### src/rtl/deser_bitslip_align.sv
// deser_bitslip_align: word alignment for ISERDES2 channels. Each channel searches for the
// training pattern with BITSLIP pulses and reports its lock, its slip count and a fail flag.
module deser_bitslip_align #(
    parameter int unsigned DESER_WIDTH = 6,
    parameter int unsigned CHANNEL_NUM = 4,
    parameter logic [DESER_WIDTH-1:0] TRAINING_PATTERN = 6'b111000,
    parameter int unsigned MATCH_NUM = 4,
    parameter int unsigned SLIP_WAIT = 3
) (
    input  logic                              clk,
    input  logic                              reset_n,
    input  logic                              i_start,
    input  logic [CHANNEL_NUM*DESER_WIDTH-1:0] iv_data,
    output logic [CHANNEL_NUM-1:0]            ov_bitslip,
    output logic [CHANNEL_NUM-1:0]            ov_lock,
    output logic [CHANNEL_NUM*4-1:0]          ov_slip_cnt,
    output logic                              o_align_done,
    output logic                              o_align_fail
);
    typedef enum logic [2:0] {
        ST_IDLE, ST_COMPARE, ST_SLIP, ST_WAIT, ST_LOCKED, ST_FAIL
    } state_t;

    localparam logic [3:0] MATCH_LAST = 4'(MATCH_NUM - 1);
    localparam logic [3:0] SLIP_LIMIT = 4'(DESER_WIDTH);
    localparam logic [3:0] WAIT_LAST  = 4'(SLIP_WAIT - 1);

    logic [CHANNEL_NUM-1:0] fail;

    for (genvar c = 0; c < CHANNEL_NUM; c++) begin : g_ch
        state_t                 state, state_nxt;
        logic [3:0]             match_cnt, match_nxt;
        logic [3:0]             slip_cnt, slip_nxt;
        logic [3:0]             wait_cnt, wait_nxt;
        logic [DESER_WIDTH-1:0] word;

        assign word = iv_data[c*DESER_WIDTH +: DESER_WIDTH];

        always_ff @(posedge clk) begin
            if (!reset_n) begin
                state     <= ST_IDLE;
                match_cnt <= '0;
                slip_cnt  <= '0;
                wait_cnt  <= '0;
            end else begin
                state     <= state_nxt;
                match_cnt <= match_nxt;
                slip_cnt  <= slip_nxt;
                wait_cnt  <= wait_nxt;
            end
        end

        always_comb begin
            state_nxt = state;
            match_nxt = match_cnt;
            slip_nxt  = slip_cnt;
            wait_nxt  = wait_cnt;
            if (i_start) begin
                state_nxt = ST_COMPARE;
                match_nxt = '0;
                slip_nxt  = '0;
                wait_nxt  = '0;
            end else begin
                case (state)
                    ST_COMPARE: begin
                        if (word == TRAINING_PATTERN) begin
                            match_nxt = match_cnt + 4'd1;
                            if (match_cnt == MATCH_LAST) state_nxt = ST_LOCKED;
                        end else begin
                            match_nxt = '0;
                            // every rotation tried: the ISERDES is back where it started
                            state_nxt = (slip_cnt >= SLIP_LIMIT) ? ST_FAIL : ST_SLIP;
                        end
                    end
                    ST_SLIP: begin
                        slip_nxt  = slip_cnt + 4'd1;
                        wait_nxt  = '0;
                        state_nxt = ST_WAIT;
                    end
                    ST_WAIT: begin
                        if (wait_cnt == WAIT_LAST) begin
                            wait_nxt  = '0;
                            state_nxt = ST_COMPARE;
                        end else begin
                            wait_nxt = wait_cnt + 4'd1;
                        end
                    end
                    default: ;
                endcase
            end
        end

        assign ov_bitslip[c]        = (state == ST_SLIP);
        assign ov_lock[c]           = (state == ST_LOCKED);
        assign fail[c]              = (state == ST_FAIL);
        assign ov_slip_cnt[c*4 +: 4] = slip_cnt;
    end

    assign o_align_done = &ov_lock;
    assign o_align_fail = |fail;
endmodule

### config.mk
export PLATFORM = sky130hd
export DESIGN_NAME = deser_bitslip_align
export DESIGN_NICKNAME = d
export VERILOG_FILES = /design/src/rtl/deser_bitslip_align.sv
export SDC_FILE = /design/constraint.sdc
export NUM_CORES = 1
export LEC_CHECK = 0
export ABC_AREA = 1
export CORE_MARGIN = 10
export CORE_UTILIZATION = 40
export DETAILED_ROUTE_END_ITERATION = 12
export SYNTH_ARGS = -nofsm -noshare
export SYNTH_HDL_FRONTEND = slang
export SYNTH_SLANG_ARGS = --single-unit
### constraint.sdc
create_clock -name clk -period 2.34 [get_ports clk]
set_clock_uncertainty 0.05 [all_clocks]
set_input_delay 0.468 -clock clk [delete_from_list [all_inputs] [get_ports clk]]
set_output_delay 0.468 -clock clk [all_outputs]
set_load 0.01 [all_outputs]
==> impl_metrics.json, run 1 <==
{
  "postLayoutCellArea_um2": 4267,
  "yosysWarnings": 0,
  "critPathLaunchType": "register",
  "fin_nets": 580,
  "drcViolationCount": 0,
  "cts.sinks": 60,
  "ff2ff_path_depth": 7,
  "slew_viol_final": 0,
  "tightest_slew_ns": 0.3898,
  "cts_buffers": 9,
  "cts_buffer_depth": 2,
  "synth-seq-area-share_pct": 36.75,
  "drv_cap": 0,
  "r2r_end": "g_ch[3].state[0]$_SDFFE_PN0P_",
  "firstDrtPassIters": 4,
  "grt_usage_pct": 13.43,
  "dr_total_vias": 3081,
  "num_rows": 32,
  "viasPerCell": 4.799,
  "cts_tree": "done",
  "hold_ws_ns": 0.4239,
  "ir_drop_v": 0.0003229,
  "crit_path_end": "ov_bitslip[3]",
  "antenna_cells": 0,
  "final_core_util_pct": 54.37,
  "h-tree-depth": 3,
  "worstSetupPathType": "reg -> out",
  "finalPower_mw": 2.580,
  "clkSlewWorstSetupHoldPaths_ns": 0.06,
  "die_y_um": 110.4,
  "grt_max_degree": 25,
  "required_ns": 1.82,
  "ioPinCount": 53,
  "portBuffers": 52,
  "period_needed_ns": 2.239,
  "setup_viol": 0,
  "grt_pass1_wl_mm": 13.12,
  "avgSynthCellArea_um2": 6.983,
  "cts_hold_buf": 0,
  "status": "complete, no violations",
  "drive_gt1_share_pct": 11.48,
  "dp_hpwl_mm": 5.965,
  "wl_per_cell_um": 12.18,
  "synth-seq-cells": 60,
  "syn_inst": 468,
  "dieArea_um2": 12190,
  "synth_top_cell_area_share_pct": 36.75,
  "critical_path_arrival_ns": 1.72,
  "period_share_pct": 95.70,
  "routabilityCongestion": 0.8220,
  "drtIter0Drc": 108,
  "synth_nets": 513,
  "worstPathMaxFanout": 6,
  "crit_start": "g_ch[3].state[1]$_SDFFE_PP0P_",
  "start_util_pct": 41.65,
  "placedInstanceArea_um2": 3944,
  "powerDensity_nw_per_um2": 604.8,
  "ant_nets": 0,
  "synthDistinctLibCells": 29,
  "reg2reg_setup_slack_ns": 0.85,
  "grt_pass1_vias": 2910,
  "core-area_um2": 7848,
  "area_growth_pct": 30.55,
  "overflow": 0,
  "totalWireLength_mm": 7.817,
  "synth_area_um2": 3268,
  "die_w_um": 110.4,
  "p_leak_nw": 1.742,
  "r2r-start": "g_ch[3].state[0]$_SDFFE_PN0P_",
  "finalHoldViolations": 0,
  "endpoint_kind": "primary output",
  "antenna_found_initial": 0,
  "cts_root_buffer": "clkbuf_8",
  "netlist.top_cell.by_area": "dfxtp_1",
  "max_freq_mhz": 446.5,
  "setup_tns_ns": 0,
  "clk_latency_ns": 0.34,
  "hold_class": "reg -> reg",
  "rsz0062_at_grt": "yes",
  "synthTopCellsByArea": "dfxtp_1 37%, nand2_1 10%, ha_1 6.9%, a21oi_1 6.7%, inv_1 6.3%",
  "slew_headroom_pct": 73.98
}
[cells in the mapped netlist]
cell type	n
a211oi_1	2
a21oi_1	44
a21oi_2	2
a31oi_1	2
and3_1	2
buf_2	2
clkbuf_1	2
dfxtp_1	60
ha_1	18
inv_1	55
inv_2	7
nand2_1	91
nand2_2	8
nand3_1	40
nand3_2	4
nand3b_1	1
nand4_1	6
nor2_1	55
nor2_2	3
nor2_4	5
nor3_1	12
nor3_2	1
nor3b_1	4
o21ai_0	25
o21ai_1	3
or2_0	1
or2_1	2
xnor2_1	2
xor2_1	9
[stage by stage]
step	instances	setup slack, ns
floorplan	468	0.7364
global placement	624	0.2870
detailed placement	624	0.2896
CTS	640	0.01112
global route	642	-0.01402
finish	642	0.1005
[registers in the layout (all words and copies together), names as in the netlist]
register,cells
g_ch.match_cnt,16
g_ch.state,12
g_ch.slip_cnt,16
g_ch.wait_cnt,16
[cells in the final DEF (no fill, tap or decap), types with 4 or more instances in the layout]
master	count
nor3_2	4
buf_4	8
xor2_1	9
inv_1	55
nand2_1	91
nand2_2	7
dfxtp_1	56
clkbuf_8	13
a21oi_1	44
nand4_1	6
inv_2	7
nor3_1	8
nand3_1	40
o21ai_0	25
nor2_1	55
nor3b_1	4
ha_1	18
clkdlybuf4s50_1	51
dfxtp_2	4
nor2_4	5
nand3_2	4
[worst max-delay path, cell delays in order, from the launching register on]
cell	delay (ns)
dfxtp_2	0.38
inv_2	0.07
nor2_2	0.11
inv_2	0.09
nor2_4	0.16
clkdlybuf4s50_1	0.57
[kinds of logic after synthesis]
family | synth area share [%]
xor gates and xnor gates | 2.948
and+or+nand+nor | 33.35
buffers and inverters | 7.657
adders and majority gates | 6.891
AOI/OAI and AO/OA | 12.40
DFF | 36.75
[final cells by class]
class,instances,area [µm²]
multi-input cells,342,1848
clock buffers,13,178.9
well taps,102,127.6
flip-flops and latches,60,1206
inverters,62,232.7
clock inverters,3,90.09
repair buffers,60,583.1
fillers,757,3581
[worst min path at each step]
stage                                                   to                        startpoint  cells after the start  slack, ns
after floorplan           g_ch[2].wait_cnt[3]$_SDFFE_PP0P_  g_ch[2].wait_cnt[3]$_SDFFE_PP0P_                      2       0.40
after detailed placement  g_ch[2].slip_cnt[3]$_SDFFE_PP0P_  g_ch[2].slip_cnt[3]$_SDFFE_PP0P_                      1       0.41
final                     g_ch[2].slip_cnt[3]$_SDFFE_PP0P_  g_ch[2].slip_cnt[3]$_SDFFE_PP0P_                      1       0.42
after global routing      g_ch[2].slip_cnt[3]$_SDFFE_PP0P_  g_ch[2].slip_cnt[3]$_SDFFE_PP0P_                      1       0.45
after global placement    g_ch[2].wait_cnt[3]$_SDFFE_PP0P_  g_ch[2].wait_cnt[3]$_SDFFE_PP0P_                      2       0.40
after CTS                 g_ch[2].slip_cnt[3]$_SDFFE_PP0P_  g_ch[2].slip_cnt[3]$_SDFFE_PP0P_                      1       0.43
[report_power, final]
| part | internal, mW | total, mW | leakage [nW] | switching [mW] |
|---|---|---|---|---|
| clock network | 0.824 | 1.23 | 0.136 | 0.408 |
| registers | 1.04 | 1.07 | 0.487 | 0.0283 |
| logic | 0.121 | 0.279 | 1.12 | 0.157 |
[routing by layer]
layer	vias to the layer above	track usage (%)	part of all wire, %
met1	1358	15.75	46
met5	-	0	0
met4	0	6.514	1.8
li1	1664	-	-
met2	50	21.97	46
met3	9	3.947	5.5
[what timing repair did]
item	CTS	global route
setup endpoints to repair	1	4
setup buffers	0	2
pin swaps	0	1
resized for setup	3	8
Note: power is estimated with default switching activity, not from simulation.
==> run 2, diff against run 1 <==
--- a/config.mk
+++ b/config.mk
@@ -8,6 +8,7 @@
 export ABC_AREA = 1
 export CORE_MARGIN = 10
 export CORE_UTILIZATION = 40
+export CTS_CLUSTER_DIAMETER = 150
 export DETAILED_ROUTE_END_ITERATION = 12
 export SYNTH_ARGS = -nofsm -noshare
 export SYNTH_HDL_FRONTEND = slang
==> results of run 2 <==
No change in the layout: final DEF, timing and power equal those of run 1.
